`src/rtl/lmfe_pkg.sv`:
```
// ---------------------------------------------------------------------------
// lmfe_pkg
// Shared constants and types for the LMFE pixel feeder.
//   IMG_W / IMG_H : default frame geometry (pixels per row / rows per frame)
//   PIX_W         : default pixel width
//   N_PIX         : default pixels per frame
//   feed_state_e  : feeder FSM state encoding
// ---------------------------------------------------------------------------
package lmfe_pkg;
   localparam int IMG_W = 128;
   localparam int IMG_H = 128;
   localparam int PIX_W = 8;
   localparam int N_PIX = IMG_W * IMG_H;

   typedef enum logic [1:0] {
      IDLE  = 2'd0,
      RUN   = 2'd1,
      DRAIN = 2'd2,
      DONE  = 2'd3
   } feed_state_e;
endpackage

```
`src/rtl/lmfe_prefetch_fifo.sv`:
```
// ---------------------------------------------------------------------------
// lmfe_prefetch_fifo
// Two-entry prefetch buffer between the pixel memory and the LMFE output
// register. Head is combinational so the top can register it straight into
// Din on the pop edge.
// Ports:
//   clk    : clock, rising edge
//   reset  : asynchronous active-low, empties the buffer
//   push   : write din this cycle
//   pop    : consume head this cycle (only when count != 0)
//   din    : write data
//   count  : current occupancy 0..2
//   head   : oldest entry
// ---------------------------------------------------------------------------
module lmfe_prefetch_fifo #(
   parameter int PIX_W = 8
) (
   input  logic             clk,
   input  logic             reset,
   input  logic             push,
   input  logic             pop,
   input  logic [PIX_W-1:0] din,
   output logic [1:0]       count,
   output logic [PIX_W-1:0] head
);
   logic [PIX_W-1:0] mem_q [2];
   logic             wr_ptr_q, wr_ptr_d;
   logic             rd_ptr_q, rd_ptr_d;
   logic [1:0]       count_q, count_d;

   // Storage carries no reset; only the pointers and count define validity.
   always_ff @(posedge clk) begin
      if (push) begin
         mem_q[wr_ptr_q] <= din;
      end
   end

   always_comb begin
      wr_ptr_d = wr_ptr_q;
      rd_ptr_d = rd_ptr_q;
      count_d  = count_q;
      if (push) begin
         wr_ptr_d = ~wr_ptr_q;
      end
      if (pop) begin
         rd_ptr_d = ~rd_ptr_q;
      end
      // Simultaneous push and pop leaves the occupancy unchanged.
      case ({push, pop})
         2'b10:   count_d = count_q + 2'd1;
         2'b01:   count_d = count_q - 2'd1;
         default: count_d = count_q;
      endcase
   end

   always_ff @(posedge clk or negedge reset) begin
      if (!reset) begin
         wr_ptr_q <= 1'b0;
         rd_ptr_q <= 1'b0;
         count_q  <= 2'd0;
      end else begin
         wr_ptr_q <= wr_ptr_d;
         rd_ptr_q <= rd_ptr_d;
         count_q  <= count_d;
         // The read credit in the top level must make these unreachable.
         assert (!(push && !pop && (count_q == 2'd2)));
         assert (!(pop && (count_q == 2'd0)));
      end
   end

   assign count = count_q;
   assign head  = mem_q[rd_ptr_q];
endmodule

```
`src/rtl/lmfe_pixel_feeder.sv`:
```
// ---------------------------------------------------------------------------
// lmfe_pixel_feeder
// Streams a raster-order frame from a synchronous pixel memory into LMFE's
// Din/in_en port, one pixel per cycle while busy is low, in address order.
// Ports:
//   clk      : clock, rising edge
//   reset    : asynchronous active-low, aborts any frame
//   start    : frame request, honoured in IDLE only
//   mem_rd   : memory read strobe (data returns one cycle later)
//   mem_addr : linear raster read address
//   mem_data : read data
//   busy     : LMFE backpressure, sampled on the launch edge
//   in_en    : registered pixel-valid to LMFE
//   Din      : registered pixel data to LMFE
//   done     : one-cycle pulse after the last pixel beat
// ---------------------------------------------------------------------------
module lmfe_pixel_feeder #(
   parameter int IMG_W  = lmfe_pkg::IMG_W,
   parameter int IMG_H  = lmfe_pkg::IMG_H,
   parameter int PIX_W  = lmfe_pkg::PIX_W,
   parameter int ADDR_W = 14
) (
   input  logic              clk,
   input  logic              reset,
   input  logic              start,
   output logic              mem_rd,
   output logic [ADDR_W-1:0] mem_addr,
   input  logic [PIX_W-1:0]  mem_data,
   input  logic              busy,
   output logic              in_en,
   output logic [PIX_W-1:0]  Din,
   output logic              done
);
   import lmfe_pkg::*;

   localparam int NFRAME = IMG_W * IMG_H;
   localparam int CNT_W  = ADDR_W + 1;
   localparam logic [ADDR_W-1:0] LAST_ADDR = ADDR_W'(NFRAME - 1);
   localparam logic [CNT_W-1:0]  ALL_BEATS = CNT_W'(NFRAME);

   feed_state_e       state_q, state_d;
   logic [ADDR_W-1:0] rd_cnt_q, rd_cnt_d;
   logic [CNT_W-1:0]  wr_cnt_q, wr_cnt_d;
   logic              inflight_q;
   logic              in_en_q;
   logic [PIX_W-1:0]  din_q;

   logic [1:0]        fifo_count;
   logic [PIX_W-1:0]  fifo_head;
   logic              pop;
   logic [2:0]        occ;
   logic              rd_ok;

   lmfe_prefetch_fifo #(
      .PIX_W (PIX_W)
   ) u_fifo (
      .clk   (clk),
      .reset (reset),
      .push  (inflight_q),
      .pop   (pop),
      .din   (mem_data),
      .count (fifo_count),
      .head  (fifo_head)
   );

   // Launch whenever LMFE is not busy and a prefetched pixel is waiting.
   assign pop = !busy && (fifo_count != 2'd0) &&
                ((state_q == RUN) || (state_q == DRAIN));

   // Credit: buffered + in-flight pixels, minus the one leaving this cycle,
   // must stay below the buffer depth before another read is issued.
   assign occ   = {1'b0, fifo_count} + {2'b00, inflight_q};
   assign rd_ok = pop ? (occ < 3'd3) : (occ < 3'd2);

   assign mem_rd   = (state_q == RUN) && rd_ok;
   assign mem_addr = rd_cnt_q;

   always_comb begin
      state_d  = state_q;
      rd_cnt_d = rd_cnt_q;
      wr_cnt_d = wr_cnt_q;
      done     = 1'b0;
      case (state_q)
         IDLE: begin
            if (start) begin
               state_d  = RUN;
               rd_cnt_d = '0;
               wr_cnt_d = '0;
            end
         end
         RUN: begin
            if (mem_rd) begin
               rd_cnt_d = rd_cnt_q + 1'b1;
               if (rd_cnt_q == LAST_ADDR) begin
                  state_d = DRAIN;
               end
            end
         end
         DRAIN: begin
            // wr_cnt reaches N in the cycle the last beat is on in_en,
            // so DONE follows that cycle.
            if (wr_cnt_q == ALL_BEATS) begin
               state_d = DONE;
            end
         end
         DONE: begin
            done    = 1'b1;
            state_d = IDLE;
         end
         default: state_d = IDLE;
      endcase
      if (pop) begin
         wr_cnt_d = wr_cnt_q + 1'b1;
      end
   end

   always_ff @(posedge clk or negedge reset) begin
      if (!reset) begin
         state_q    <= IDLE;
         rd_cnt_q   <= '0;
         wr_cnt_q   <= '0;
         inflight_q <= 1'b0;
         in_en_q    <= 1'b0;
         din_q      <= '0;
      end else begin
         state_q    <= state_d;
         rd_cnt_q   <= rd_cnt_d;
         wr_cnt_q   <= wr_cnt_d;
         // Marks that mem_data carries a requested pixel this cycle; cleared
         // by reset so data from an aborted frame is never pushed.
         inflight_q <= mem_rd;
         in_en_q    <= pop;
         if (pop) begin
            din_q <= fifo_head;
         end
      end
   end

   assign in_en = in_en_q;
   assign Din   = din_q;
endmodule

```
`config.mk`:
```
export PLATFORM = sky130hd
export DESIGN_NAME = lmfe_pixel_feeder
export DESIGN_NICKNAME = d
export VERILOG_FILES = /design/src/rtl/lmfe_pkg.sv /design/src/rtl/lmfe_prefetch_fifo.sv /design/src/rtl/lmfe_pixel_feeder.sv
export SDC_FILE = /design/constraint.sdc
export NUM_CORES = 1
export LEC_CHECK = 0
export BUFFER_PORTS_ARGS = -buffer_cell sky130_fd_sc_hd__buf_2
export CAP_MARGIN = 20
export CORE_MARGIN = 3
export CORE_UTILIZATION = 57
export CTS_CLUSTER_DIAMETER = 150
export DETAILED_ROUTE_END_ITERATION = 7
export PLACE_DENSITY_LB_ADDON = 0.08
export SLEW_MARGIN = 25
export SYNTH_ARGS = -nofsm -noshare
export SYNTH_HDL_FRONTEND = slang
export SYNTH_HIERARCHICAL = 1
export SYNTH_SLANG_ARGS = --single-unit
```
`constraint.sdc`:
```
create_clock -name clk -period 2.9 [get_ports clk]
set_input_delay 0.29 -clock clk [delete_from_list [all_inputs] [get_ports clk]]
set_output_delay 0.29 -clock clk [all_outputs]
set_load 0.02 [all_outputs]
```
## After elaboration in Yosys (flattened, before gate mapping)

Memories as Yosys holds them, arrays and structs flattened. A register that Yosys moved wholly into a read port is not among the register bits.
Cells that the tools add are included.

- Output and inout port bits: 25
- Bits in read-only memories: 0
- Word-level logic and storage cells: 60
- Latch bits: 0
- Register bits after elaboration: 37
- Memories: 1
- Bits in writable memories: 16

- Muxes and demuxes: 16
- $lt $le $gt $ge: 2
- Shift-type cells: 0
- Eq/ne operators: 11
- Add/subtract/negate cells: 5
- Multipliers: 0
- Reductions and logical operators: 15
- Bitwise logic cells: 2
- Divide/modulo/power cells: 0

Memory list:

| name | words | bits a word | read ports | clocked after Yosys merged registers in | wr ports | RTL line | source |
|---|---|---|---|---|---|---|---|
| u_fifo.mem_q | 2 | 8 | 1 | 1 | 1 | lmfe_prefetch_fifo.sv:26 | `logic [PIX_W-1:0] mem_q [2];` |

Operator list:

| cell | count |
|---|---|
| 15-bit two-way mux | 3 |
| 14-bit two-way mux | 2 |
| 14-bit case mux with 2 select lines | 1 |
| 15-bit by 1-bit adder with 15-bit output (second input constant) | 1 |
| 15-bit == test (second input constant) | 1 |
| 14-bit by 1-bit adder with 14-bit output (second input constant) | 1 |
| 14-bit == test (second input constant) | 1 |
| 2-bit nonzero test | 5 |
| 2-bit two-way mux | 4 |
| 2-bit case mux with 4 select lines | 1 |
| 2-bit == test (second input constant) | 3 |
| 3-bit by 2-bit < comparator with 1-bit output (second input constant) | 2 |
| 2-bit by 1-bit == test with 1-bit output (second input constant) | 2 |
| 1-bit two-way mux | 4 |
| 2-bit by 1-bit != test with 1-bit output (second input constant) | 2 |
| 2-bit != test (second input constant) | 2 |
| 2-bit case mux with 2 select lines | 1 |
| 4-bit AND reduction | 1 |
| 2-bit by 1-bit adder with 3-bit output | 1 |
| 1-bit logical AND | 3 |
| 3-bit AND reduction | 1 |
| 2-bit by 1-bit adder with 2-bit output (second input constant) | 1 |
| 1-bit logical NOT | 2 |
| 2-bit logical NOT | 1 |
| other kinds (4) | 5 |

## Longest topological paths before layout

- Word-level depth: 7
- Gate-level depth with buffers: 12

## By module

Netlist, hierarchy kept.

By module, submodules not included:

| module | area an instance (um2) | instances | cells each |
|---|---|---|---|
| lmfe_pixel_feeder | 2223.4 | 1 | 254 |
| lmfe_prefetch_fifo | 755.7 | 1 | 39 |

## Worst setup path before layout

Ideal clock, no wire load.

- Path type: reg2reg
- Start point: reg state_q[1]
- End point: reg u_fifo.count_q[1], in the netlist u_fifo/count[1]
- Buffers on the path: 3
- Data required time: 2821 ps
- Stages on the path, launching flop included: 12
- Setup time: 79 ps
- Path slack: 470 ps
- Arrival: 2350 ps
- Cells stage by stage: dfrtp_1 inv_1 ha_1 nand2b_1 or2_1 clkbuf_1 inv_2 clkbuf_1 clkbuf_1 ha_1 nor2_1 xor2_1

- Cells in the longest elaborated chain, start to end: 5
- Elaborated cells between the ends (all ways): 8

RTL lines:

| element | RTL line | source |
|---|---|---|
| from (decl) | lmfe_pixel_feeder.sv:41 | `feed_state_e state_q, state_d;` |
| from (signal assigned) | lmfe_pixel_feeder.sv:126 | `state_q <= state_d;` |
| 2-bit by 1-bit == test with 1-bit output / 2-bit == test (equally long branches) | lmfe_pixel_feeder.sv:68 | `((state_q == RUN) \|\| (state_q == DRAIN));` |
| 1-bit logical OR (*) | lmfe_pixel_feeder.sv:68 |  |
| 1-bit logical AND (*) | lmfe_pixel_feeder.sv:67 | `assign pop = !busy && (fifo_count != 2'd0) &&` |
| via pop | lmfe_pixel_feeder.sv:50 | `logic pop;` |
| 2-bit by 1-bit == test with 1-bit output / 2-bit == test (equally long branches) | lmfe_prefetch_fifo.sv:49 | `case ({push, pop})` |
| 2-bit case mux with 2 select lines / 2-bit nonzero test (equally long branches) | - |  |
| to (signal assigned) | lmfe_prefetch_fifo.sv:64 | `count_q <= count_d;` |
| to (decl) | lmfe_prefetch_fifo.sv:29 | `logic [1:0] count_q, count_d;` |

The timed path passes the listed nets; every way through them passes the cells marked *.
A chain may end at the register's enable or synchronous reset.

## Worst setup path after layout

- Start point: reg u_fifo.count_q[0], in the netlist u_fifo/count[0]
- End point: out mem_rd

- Cells in the longest elaborated chain, start to end: 5
- Elaborated cells between the ends (all ways): 8

RTL lines:

| element | RTL line | source |
|---|---|---|
| branches (longest 3 deep; another with 2-bit by 1-bit adder with 3-bit output) | - |  |
| 1-bit two-way mux (*) | lmfe_pixel_feeder.sv:73 | `assign rd_ok = pop ? (occ < 3'd3) : (occ < 3'd2);` |
| 1-bit logical AND (*) | lmfe_pixel_feeder.sv:75 | `assign mem_rd = (state_q == RUN) && rd_ok;` |
| to (decl) | lmfe_pixel_feeder.sv:26 | `output logic mem_rd,` |

Every way passes the cells marked *.

==> flow_metrics.env <==
export IMPL_ctsHtreeMaxLevel=3
export IMPL_timing_worst_slew_pin_value_ns=0.873
export IMPL_run_status="finished clean"
export IMPL_timing_critical_path_buf_inv=2
export IMPL_timing_critical_path_mode_cell="sky130_fd_sc_hd__ha_1"
export IMPL_synth_xor_xnor_area_share_pct=1.76
export IMPL_postcts_resize_cnt=0
export IMPL_met1_length_um=2660
export IMPL_criticalPathCategory="reg2out"
export IMPL_grt_start_max_net_pins=46
export IMPL_timing_final_max_slew_violations=0
export IMPL_critPathMaxStageDelay_ns=0.50
export IMPL_critical_path_slowest_cell="sky130_fd_sc_hd__a2111o_1"
export IMPL_ys_seq_area_share_pct=53.9
export IMPL_clock_root_buffer="sky130_fd_sc_hd__clkbuf_8"
export IMPL_timing_slew_headroom_pct=41.8
export IMPL_yosys_most_used_dff="sky130_fd_sc_hd__dfrtp_1"
export IMPL_period_minus_slack_ns=2.58
export IMPL_critical_path_startpoint_type="register"
export IMPL_placedInstanceArea_um2=3200
export IMPL_drtPass1Iterations=4
export IMPL_synth_simple_area_share_pct=17.1
export IMPL_routed_via_count=2210
export IMPL_library_cell_with_the_largest_summed_area_after_synthesis="sky130_fd_sc_hd__dfrtp_1"
export IMPL_synth_compound_area_share_pct=14.6
export IMPL_detailedPlacementHpwl_um=3850
export IMPL_part_of_the_cycle_the_worst_path_needs_pct=88.9
export IMPL_synthesis_area_um2=2980
export IMPL_power_switching_mw=1.17
export IMPL_ir_worst_vdd_mv=0.786
export IMPL_worstHoldPathType="in2reg"
export IMPL_wire_per_inst_um=14.1
export IMPL_total_internal_power_mw=2.01
export IMPL_critPathRequiredTime_ns=2.61
export IMPL_syn2layout_area_growth_pct=14.9
export IMPL_post_drt_via_cell_ratio=5.50
export IMPL_gr_usage_all_layers_pct=21.8
export IMPL_sum_of_negative_setup_slack_ns=0
export IMPL_cts_made_buffers=9
export IMPL_worstSkewPairLatency_ns=0.34
export IMPL_detail_route_iter0_violations=211
export IMPL_timing_critical_path_max_delay_family="compound AO/OA/AOI/OAI gates"
export IMPL_worst_clock_skew_ns=0.00947
export IMPL_p_clk_share_pct=25.1
export IMPL_synth_area_per_cell_um2=10.2
export IMPL_design_portCount=37
export IMPL_antenna_left=0
export IMPL_remaining_drc_errors=0
export IMPL_netlist_instances=293
export IMPL_yosysWarnings=6
export IMPL_p_sw_share_pct=36.7
export IMPL_max_cap_violations=0
export IMPL_synth_edf_count=16
export IMPL_routabilityCongestion=0.817
export IMPL_drive_above_1_share_pct=19.4
export IMPL_synth_distinct_cells=44
export IMPL_finalWorstSetupSlack_ns=0.323
export IMPL_report_final_setup_viol=0
export IMPL_finalNetCount=354
export IMPL_clock_sinks=61
export IMPL_cts_hold_buffers_added=0
export IMPL_comb_power_share_pct=34.2
export IMPL_grt_first_pass_wirelength_um=10300
export IMPL_design_area_um2=3420
export IMPL_reg_clk_slew_reported_paths_ns=0.07
export IMPL_share_seq_of_total_power_pct=40.7
export IMPL_power_density_nw_per_um2=929
export IMPL_timing_hold_violations_final=0
export IMPL_critPathCaptureType="output port"
export IMPL_cts_max_path_buffers=2
export IMPL_routed_wl_met3_um=268
export IMPL_synth_net_count=317
export IMPL_antennaDiodeCount=0
export IMPL_route_final_wire_length_um=5680
export IMPL_netlist_top_cells_count="sky130_fd_sc_hd__dfrtp_1, sky130_fd_sc_hd__nand2_1, sky130_fd_sc_hd__o21ai_1, sky130_fd_sc_hd__o21ai_0"
export IMPL_grt_remaining_overflow=0
export IMPL_async_set_or_reset_flop_fraction_in_the_synthesized_netlist_pct=73.8
export IMPL_cp_cell_sequence="ha_1 > inv_1 > ha_1 > a2111o_1 > a21boi_0 > buf_2"
export IMPL_adder_and_majority_gate_portion_of_the_synthesized_area_pct=5.04
export IMPL_cts_tree="done"
export IMPL_synth_mux_area_share_pct=3.53
export IMPL_via_count_of_the_first_global_routing_pass=2195
export IMPL_dpl_worst_slack_ns=0.579
export IMPL_static_leakage_nw=1.55
export IMPL_numPortBuffers=36
export IMPL_start_util_pct=61.1
export IMPL_rows=25
export IMPL_critical_path_arrival_ns=2.29
export IMPL_cts_setup_buffers=0
export IMPL_floorplan_die_width_um=78.3
export IMPL_grt_antenna_before_repair=0
export IMPL_top_routing_layer_used="met4"
export IMPL_max_freq_mhz=388
export IMPL_detailroute_wirelength_met2_um=2680
export IMPL_n_fill_cell=405
export IMPL_main_combinational_cell_family_by_area_after_synthesis="simple AND/OR/NAND/NOR gates"
export IMPL_die_y_um=78.3
export IMPL_grt_setup_unrepaired="false"
export IMPL_timing_critical_path_fanout_max=7
export IMPL_core_area_um2=4880
export IMPL_synth_top_area_share_pct=37.8
export IMPL_ys_seq_elements=61
export IMPL_dieArea_um2=6130
export IMPL_synth_area_leaders="sky130_fd_sc_hd__dfrtp_1, sky130_fd_sc_hd__edfxtp_1, sky130_fd_sc_hd__nand2_1, sky130_fd_sc_hd__ha_1, sky130_fd_sc_hd__o21ai_1"
## flip-flops by register name, indices dropped and copies added (netlist names)
name and cells:
state_q 2, Din 8, u_fifo/wr_ptr_q 1, u_fifo/rd_ptr_q 1, u_fifo/count 2, in_en 1
wr_cnt_q 15, inflight_q 1, u_fifo/mem_q 16, mem_addr 14
## worst reg2reg max path: cells and delay by family (launching register included)
| family | cells | cell delay [ns] |
|---|---|---|
| fa+ha+maj | 1 | 0.29 |
| simple gates | 2 | 0.25 |
| compound gates | 3 | 1.04 |
| flops | 1 | 0.40 |
| buf+inv | 2 | 0.26 |
## power by group through the flow
stage	registers [mW]	clock network, mW	logic, mW
after floorplan	1.37	0	0.730
after global routing	1.33	0.859	1.23
final	1.30	0.798	1.09
after CTS	1.30	0.810	1.10
after global placement	1.30	0	1.08
after detailed placement	1.31	0	1.09
## cell usage in the layout (no fill, tap or decap), drive strengths merged, types with 2 or more instances in the layout
cell type,instances
and4,3
nor2,12
dfrtp,45
a31oi,7
edfxtp,16
nand3,14
nand4,6
o31ai,3
buf,38
nand2,45
xor2,3
inv,17
a21oi,14
and3,4
clkinv,2
mux2,9
and2,4
ha,12
or3,6
a21o,3
clkbuf,11
o311ai,2
nand2b,2
o21ai,35
bufinv,2
nor4b,2
xnor2,3
## metrics by stage
stage	utilization, %	hold slack, ns	std cells	power, mW
5_1_grt	70.1	0.119	402	3.41
6_report	70.1	0.137	402	3.18
2_1_floorplan	-	-0.00559	293	2.10
4_1_cts	69.9	0.125	401	3.21
3_3_place_gp	65.6	0.451	385	2.38
3_5_place_dp	65.6	0.465	385	2.40
## routing by layer
| layer | vias to the layer above | global-route usage, % |
|---|---|---|
| li1 | 1115 | - |
| met1 | 1042 | 28.8 |
| met2 | 48 | 33.6 |
| met3 | 5 | 6.31 |
| met4 | 0 | 9.09 |
| met5 | - | 0 |
## cells by family (layout without fill, tap and decap cells)
logic type	Yosys count	after routing
muxes	9	9
DFF	61	61
adders and majority gates	12	12
buffers and inverters	30	72
AOI/OAI and AO/OA	72	72
xor gates and xnor gates	6	6
and+or+nand+nor	103	103
## layout make-up
cell class	instances	area (um2)	share of cell area, %
repair buffers	39	208	6.07
clock buffers	11	131	3.84
well taps	67	83.8	2.45
inverters	17	63.8	1.86
multi-input cells	202	1250	36.6
clock inverters	5	77.6	2.27
flip-flops and latches	61	1610	46.9
## worst paths after layout
check / startpoint / end / slack, ns / cells past startpoint
setup / recovery: u_fifo/count[0] / mem_rd / 0.32 / 6
hold / removal: mem_data[2] / u_fifo/mem_q[1][2] / 0.14 / 1
setup reg to reg: state_q[1] / wr_cnt_q[11] / 0.56 / 8
hold reg to reg: Din[1] / Din[1] / 0.48 / 2
max in group asynchronous: reset / mem_addr[4] / 2.02 / 2
min in group asynchronous: reset / Din[0] / 0.48 / 2
(Power assumes the default switching activity.)
